[config.mk]
export PLATFORM = sky130hd
export DESIGN_NAME = vga_timing
export DESIGN_NICKNAME = d
export VERILOG_FILES = /design/src/rtl/vga_timing.sv
export SDC_FILE = /design/constraint.sdc
export NUM_CORES = 1
export LEC_CHECK = 0
export ABC_AREA = 1
export BUFFER_PORTS_ARGS = -buffer_cell sky130_fd_sc_hd__buf_2
export CELL_PAD_IN_SITES_DETAIL_PLACEMENT = 1
export CELL_PAD_IN_SITES_GLOBAL_PLACEMENT = 1
export CORE_MARGIN = 10
export CORE_UTILIZATION = 37
export DETAILED_ROUTE_END_ITERATION = 10
export GPL_TIMING_DRIVEN = 0
export PLACE_DENSITY_LB_ADDON = 0.1
export SYNTH_ARGS = -nofsm -noshare
export SYNTH_HDL_FRONTEND = slang
export SYNTH_SLANG_ARGS = --single-unit
[constraint.sdc]
create_clock -name clk_i -period 1.6 [get_ports clk_i]
set_input_delay 0.08 -clock clk_i [delete_from_list [all_inputs] [get_ports clk_i]]
set_output_delay 0.08 -clock clk_i [all_outputs]
set_load 0.02 [all_outputs]
[src/rtl/vga_timing.sv]
// Raster timing generator for the 720x400 @ 70 Hz text path: pixel/line position,
// blanking decodes, latency-matched sync outputs and a free-running frame counter.
module vga_timing #(
    parameter int H_ACTIVE   = 720,
    parameter int H_FP       = 18,
    parameter int H_SYNC     = 108,
    parameter int H_BP       = 54,
    parameter int V_ACTIVE   = 400,
    parameter int V_FP       = 12,
    parameter int V_SYNC     = 2,
    parameter int V_BP       = 35,
    parameter bit HS_POL     = 1'b0,
    parameter bit VS_POL     = 1'b1,
    parameter int SYNC_DELAY = 2
) (
    input  logic        clk_i,
    input  logic        rst_ni,
    input  logic        en_i,
    output logic        active_o,
    output logic        eol_o,
    output logic        eof_o,
    output logic [11:0] x_o,
    output logic [11:0] y_o,
    output logic        hsync_o,
    output logic        vsync_o,
    output logic [7:0]  frame_o
);

    localparam int H_TOTAL  = H_ACTIVE + H_FP + H_SYNC + H_BP;
    localparam int V_TOTAL  = V_ACTIVE + V_FP + V_SYNC + V_BP;
    localparam int HS_START = H_ACTIVE + H_FP;
    localparam int HS_END   = HS_START + H_SYNC;
    localparam int VS_START = V_ACTIVE + V_FP;
    localparam int VS_END   = VS_START + V_SYNC;

    if (H_TOTAL > 4096 || V_TOTAL > 4096) begin : g_bad_total
        $error("vga_timing: H_TOTAL and V_TOTAL must not exceed 4096");
    end
    if (SYNC_DELAY < 0 || SYNC_DELAY > 15) begin : g_bad_delay
        $error("vga_timing: SYNC_DELAY must be in 0..15");
    end

    typedef enum logic {IDLE, RUN} state_t;

    state_t      state;
    logic [11:0] x_nxt;
    logic [11:0] y_nxt;
    logic        hs_raw;
    logic        vs_raw;

    // Position the registers will hold next; leaving IDLE always restarts at the origin.
    // NOTE: every output of this block is given a default first, so no path can infer a latch.
    always_comb begin
        x_nxt = '0;
        y_nxt = '0;
        if (state == RUN) begin
            if (int'(x_o) == H_TOTAL - 1) begin
                y_nxt = (int'(y_o) == V_TOTAL - 1) ? '0 : y_o + 12'd1;
            end else begin
                x_nxt = x_o + 12'd1;
                y_nxt = y_o;
            end
        end
    end

    // NOTE: state registers use non-blocking assignments so every flop samples pre-edge values.
    always_ff @(posedge clk_i or negedge rst_ni) begin
        if (!rst_ni) begin
            state    <= IDLE;
            x_o      <= '0;
            y_o      <= '0;
            active_o <= 1'b0;
            eol_o    <= 1'b0;
            eof_o    <= 1'b0;
            hs_raw   <= ~HS_POL;
            vs_raw   <= ~VS_POL;
            frame_o  <= '0;
        end else begin
            frame_o <= frame_o + {7'd0, eof_o};
            if (en_i) begin
                state    <= RUN;
                x_o      <= x_nxt;
                y_o      <= y_nxt;
                active_o <= (int'(x_nxt) < H_ACTIVE) && (int'(y_nxt) < V_ACTIVE);
                eol_o    <= (int'(x_nxt) == H_ACTIVE - 1) && (int'(y_nxt) < V_ACTIVE);
                eof_o    <= (int'(x_nxt) == H_TOTAL - 1) && (int'(y_nxt) == V_TOTAL - 1);
                hs_raw   <= (int'(x_nxt) >= HS_START && int'(x_nxt) < HS_END) ? HS_POL : ~HS_POL;
                vs_raw   <= (int'(y_nxt) >= VS_START && int'(y_nxt) < VS_END) ? VS_POL : ~VS_POL;
            end else begin
                state    <= IDLE;
                x_o      <= '0;
                y_o      <= '0;
                active_o <= 1'b0;
                eol_o    <= 1'b0;
                eof_o    <= 1'b0;
                hs_raw   <= ~HS_POL;
                vs_raw   <= ~VS_POL;
            end
        end
    end

    // Sync delay line matching the text driver's colour latency; it shifts even while idle.
    if (SYNC_DELAY == 0) begin : g_no_delay
        assign hsync_o = hs_raw;
        assign vsync_o = vs_raw;
    end else begin : g_delay
        logic [SYNC_DELAY-1:0] hs_pipe;
        logic [SYNC_DELAY-1:0] vs_pipe;

        // NOTE: this shift register is reset (unlike a data memory) because it drives the connector.
        always_ff @(posedge clk_i or negedge rst_ni) begin
            if (!rst_ni) begin
                hs_pipe <= {SYNC_DELAY{~HS_POL}};
                vs_pipe <= {SYNC_DELAY{~VS_POL}};
            end else begin
                hs_pipe <= SYNC_DELAY'({hs_pipe, hs_raw});
                vs_pipe <= SYNC_DELAY'({vs_pipe, vs_raw});
            end
        end

        assign hsync_o = hs_pipe[SYNC_DELAY-1];
        assign vsync_o = vs_pipe[SYNC_DELAY-1];
    end

endmodule

; ---- Yosys cells after proc, flatten, opt, wreduce, memory -nomap -nowiden
; Cells that the tools add are included.
[totals]
register_bits = 42
inputBits = 3
out_inout_bits = 37
elab_cells = 45
[op_classes]
n_addsub = 3
magnitude_cmp = 6
n_eq_ne = 5
mux = 15
n_reduce_logical = 5
[op_table]
columns = operator, n
row1 = 2-to-1 mux 12 bit, 7
row2 = == test 12 x 11 -> 1 bit (second input constant), 3
row3 = adder 12 x 1 -> 12 bit (second input constant), 2
row4 = == test 12 x 10 -> 1 bit (second input constant), 2
row5 = < comparator 12 x 10 -> 1 bit (second input constant), 2
row6 = < comparator 12 x 9 -> 1 bit (second input constant), 2
row7 = >= comparator 12 x 10 -> 1 bit (second input constant), 1
row8 = >= comparator 12 x 9 -> 1 bit (second input constant), 1
row9 = adder 8 x 1 -> 8 bit, 1
row10 = 2-to-1 mux 1 bit, 8
row11 = logical AND 1 bit, 5

; ---- Depth between registers and ports, before layout
[logic_depth]
ltp_word = 8
mapped_depth = 13
mapped_depth_nobuf = 13

; ---- Worst setup path after synthesis
; Ideal clock, no wire load.
[synth_path]
path_kind = flip-flop to flip-flop
from = register y_o[0]
to = register eof_o
setup_ps = 80
t_arrival_ps = 1741
t_required_ps = 1520
setup_slack_ps = -221
path_stages_with_launch = 12
path_buffers = 0
synth_period_minus_slack_ps = 1821
cell_sequence = dfrtp_1 > ha_1 > nand2_1 > nor2_1 > nand3_1 > nand2_1 > nand3_1 > nand2_1 > nand3_1 > nor2_1 > nand2_1 > nor3_2
[synth_between]
elab_chain_cells = 7
word_cells_on_any_way = 8
classes_between = add/sub (1) / eq/ne (2) / mux (4) / reduce/logical (1)
[synth_lines]
columns = element, line_no
row1 = "start, declared", 23  ; output logic [11:0] y_o,
row2 = "start signal, assigned", 83  ; y_o <= y_nxt;
row3 = adder 12 x 1 -> 12 bit or == test 12 x 10 -> 1 bit (tied branches), 58  ; y_nxt = (int'(y_o) == V_TOTAL - 1) ? '0 : y_o + 12'd1;
row4 = 2-to-1 mux 12 bit, 58
row5 = 2-to-1 mux 12 bit (*), 57  ; if (int'(x_o) == H_TOTAL - 1) begin
row6 = 2-to-1 mux 12 bit (*), 56  ; if (state == RUN) begin
row7 = == test 12 x 10 -> 1 bit (*), 86  ; eof_o <= (int'(x_nxt) == H_TOTAL - 1) && (int'(y_nxt) == V_TOTAL - 1);
row8 = logical AND 1 bit (*), 86
row9 = 2-to-1 mux 1 bit (*), 80  ; if (en_i) begin
row10 = "end signal, assigned", 86
row11 = "end, declared", 21  ; output logic eof_o,
; Mark *: on every way between the ends. The rest lies on a longest branch, timed or not.

; ---- Final worst setup path
[layout_path]
from = register x_o[0]
to = register eof_o
[layout_between]
elab_chain_cells = 6
word_cells_on_any_way = 10
classes_between = add/sub (1) / eq/ne (3) / mux (5) / reduce/logical (1)
[layout_lines]
columns = element, line_no
row1 = "start, declared", 22  ; output logic [11:0] x_o,
row2 = "start signal, assigned", 82  ; x_o <= x_nxt;
row3 = adder 12 x 1 -> 12 bit or == test 12 x 11 -> 1 bit (tied branches), "60, 57"
row4 = 2-to-1 mux 12 bit, 57
row5 = 2-to-1 mux 12 bit, 56
row6 = == test 12 x 11 -> 1 bit or == test 12 x 10 -> 1 bit (tied branches), 86
row7 = logical AND 1 bit (*), 86
row8 = 2-to-1 mux 1 bit (*), 80
; Marks and branches as above.

==> impl_metrics.env <==
export IMPL_cell_with_the_biggest_individual_delay_on_the_critical_path="sky130_fd_sc_hd__dfrtp_2"
export IMPL_grt_start_max_net_pins=43
export IMPL_pwr_density_cell_nw_per_um2=557
export IMPL_leakage_nw=1.81
export IMPL_yosys_area_share_adder=0.0240
export IMPL_grt_usage=0.158
export IMPL_final_hold_viol_count=0
export IMPL_synth_edff_count=0
export IMPL_cp_data_required_time_ns=1.83
export IMPL_cpPeakStageDelay_ns=0.44
export IMPL_netlist_top_cells_area="sky130_fd_sc_hd__dfrtp_1 (37%), sky130_fd_sc_hd__nand2_1 (14%), sky130_fd_sc_hd__nor2_1 (9.4%)"
export IMPL_clock_tree_from_tritoncts="done"
export IMPL_die_area_um2=10800
export IMPL_fin_skew_ns=0.00661
export IMPL_placement_rows=30
export IMPL_area_growth_syn_to_layout_pct=41.1
export IMPL_worstSetupEndpointType="register"
export IMPL_clock_tree_root_cell="sky130_fd_sc_hd__clkbuf_8"
export IMPL_antenna_violating_nets_post_route=0
export IMPL_timing_critical_path_cells="ha_4 -> nand2_8 -> nor2_4 -> nand3_4 -> nand2_8 -> nor2_4 -> nand3_2 -> nor2_1 -> nand4_1 -> nor3_2"
export IMPL_cp_data_arrival_time_ns=2.01
export IMPL_post_synth_cell_area_avg_um2=7.16
export IMPL_syn_cell_area_um2=2610
export IMPL_grt_remaining_overflow=0
export IMPL_maxCapViolCount=0
export IMPL_global_route_wire_length_before_repair_um=14200
export IMPL_synth_most_common_cell="sky130_fd_sc_hd__nand2_1"
export IMPL_io_pin_count=40
export IMPL_clock_latency_ns=0.30
export IMPL_floorplan_initialDensity=0.382
export IMPL_cts_sink_count=42
export IMPL_yosys_area_share_xor_xnor=0.0269
export IMPL_via_per_inst=5.00
export IMPL_crit_type="register to register"
export IMPL_setup_ws_ns=-0.172
export IMPL_synth_main_ff_cell="sky130_fd_sc_hd__dfrtp_1"
export IMPL_transition_time_at_the_pin_with_the_least_slew_margin_ns=0.951
export IMPL_count_of_buffering_cells_on_the_critical_path_with_inverters_included=0
export IMPL_ys_warn_count=0
export IMPL_num_vias=2696
export IMPL_coreArea_um2=6830
export IMPL_synth_lib_cells_used_distinct=30
export IMPL_timing_critical_path_max_delay_family="simple AND/OR/NAND/NOR gates"
export IMPL_clkTransAtPathRegs_ns=0.09
export IMPL_first_global_vias=2843
export IMPL_final_period_minus_worst_setup_slack_ns=1.77
export IMPL_synth_cells_most_frequent="sky130_fd_sc_hd__nand2_1 (98), sky130_fd_sc_hd__nor2_1 (65), sky130_fd_sc_hd__inv_1 (42)"
export IMPL_critical_path_peak_fanout=5
export IMPL_drc=0
export IMPL_status="complete, but fails checks"
export IMPL_postSynthNetCount=372
export IMPL_share_of_final_layout_standard_cells_stronger_than_drive_strength_1=0.438
export IMPL_die_x_um=104
export IMPL_largest_family_of_logic_cells_by_synthesized_area="simple AND/OR/NAND/NOR gates"
export IMPL_power_total_mw=2.05
export IMPL_rsz0062_at_grt="true"
export IMPL_count_of_port_buffers_added_during_placement=39
export IMPL_startpoint_type="register"
export IMPL_final_nets=450
export IMPL_fraction_of_the_mapped_netlist_area_in_compound_gates=0.0230
export IMPL_seq_area_frac_synth=0.405
export IMPL_ctsLongestPathBuffers=2
export IMPL_yosys_area_share_simple=0.447
export IMPL_timing_max_slew_rel_slack=0.366
export IMPL_hold_path_class="register to register"
export IMPL_synthCells=364
export IMPL_first_pass_iters=4
export IMPL_final_design_area_no_fill_um2=3680
export IMPL_antenna_diode_count=0
export IMPL_max_freq_mhz=564
export IMPL_failed_checks="negative setup slack"
export IMPL_dp_final_hpwl_um=6360
export IMPL_fillerInstances=872
export IMPL_gp_congestion=0.904
export IMPL_synth_seq_cells=42
export IMPL_drtIter0Drc=64
export IMPL_cts_htree_levels=2
export IMPL_synth_largest_type_area_fraction=0.374
export IMPL_antenna_violations_before_repair=0
export IMPL_instance_area_at_placement_um2=2980
export IMPL_worst_ir_drop_vdd_mv=0.465
export IMPL_final_setup_viol_count=5
export IMPL_synth_mux_area_fraction=0
export IMPL_cts_inserted_buffers=5
export IMPL_period_utilization=1.11
export IMPL_synth_top_area_cell="sky130_fd_sc_hd__dfrtp_1"
export IMPL_dieHeight_um=104
export IMPL_timing_final_max_slew_violations=0
export IMPL_final_wirelength_um=9140
export IMPL_async_flop_share=1.00
export IMPL_detail_route_wl_per_cell_um=17.0
==> repair_timing <==
item | CTS | global route
endpoints found under the setup margin | 7 | 14
setup buffers | 20 | 10
resized for setup | 54 | 47
hold endpoints to repair | 40 | 0
hold buffers | 2 | 0
pin swaps | 20 | 29
==> layer usage <==
metal / GRT usage / share of wire
met1: 0.184 / 0.41
met2: 0.282 / 0.51
met5: 0 / 0
met3: 0.0372 / 0.049
met4: 0.0447 / 0.027
==> worst paths after layout <==
path / start / to / slack [ns] / cells after the start
worst min register to register: vs_raw / g_delay.vs_pipe[0] / 0.35 / 0
worst min-delay path: vs_raw / g_delay.vs_pipe[0] / 0.35 / 0
max in group asynchronous: rst_ni / x_o[8] / 0.47 / 2
min in group asynchronous: rst_ni / x_o[4] / 0.46 / 2
worst max-delay path: x_o[0] / eof_o / -0.17 / 10
worst max register to register: x_o[0] / eof_o / -0.17 / 10
==> registers in the layout (all words and copies together), names as in the netlist <==
signal,count
x_o,12
y_o,12
frame_o,8
g_delay.hs_pipe,2
g_delay.vs_pipe,2
active_o,1
eof_o,1
eol_o,1
hs_raw,1
state,1
vs_raw,1
==> logic make-up (layout without fill, tap and decap cells) <==
logic type / Yosys count / in the layout
simple gates: 249 / 249
buf+inv: 50 / 129
xor+xnor: 8 / 8
flops: 42 / 42
fa+ha+maj: 5 / 5
compound gates: 10 / 10
==> layout by cell type, fill, tap and decap left out, drive strengths merged <==
cell,instances
a21oi,4
a31o,1
and2,3
buf,69
bufinv,1
clkbuf,8
clkinv,1
clkinvlp,1
dfrtp,39
dfstp,3
dlygate4sd3,2
ha,5
inv,47
nand2,108
nand3,40
nand3b,2
nand4,15
nor2,74
nor3,7
o21ai,4
o21bai,1
xnor2,4
xor2,4
==> per-stage QoR <==
step | setup TNS (ns) | hold WS (ns) | util | setup WS, ns | cells
after floorplan | -0.0112 | -0.216 | - | -0.0112 | 364
after global placement | -1.52 | 0.269 | 0.437 | -0.339 | 499
after detailed placement | -1.53 | 0.270 | 0.437 | -0.365 | 499
after CTS | -0.576 | 0.356 | 0.508 | -0.133 | 529
after global routing | -1.44 | 0.365 | 0.538 | -0.296 | 539
final | -0.775 | 0.353 | 0.538 | -0.172 | 539
==> area by class of cell <==
cell class	count	area, um2	area share
tap	96	120	0.0327
sequential	42	1070	0.292
buffer	2	11.3	0.00306
clock buffer	6	72.6	0.0197
inverter	48	198	0.0537
timing repair buffer	71	464	0.126
multi-input combinational	272	1700	0.462
clock inverter	2	37.5	0.0102
==> power by group <==
group          switching, mW  total [mW]  internal, mW
logic                 0.0895       0.124        0.0344
registers            0.00642        1.07          1.07
clock network          0.386       0.852         0.466
total                  0.482        2.05          1.57
Power figures use the tool's default switching activity.
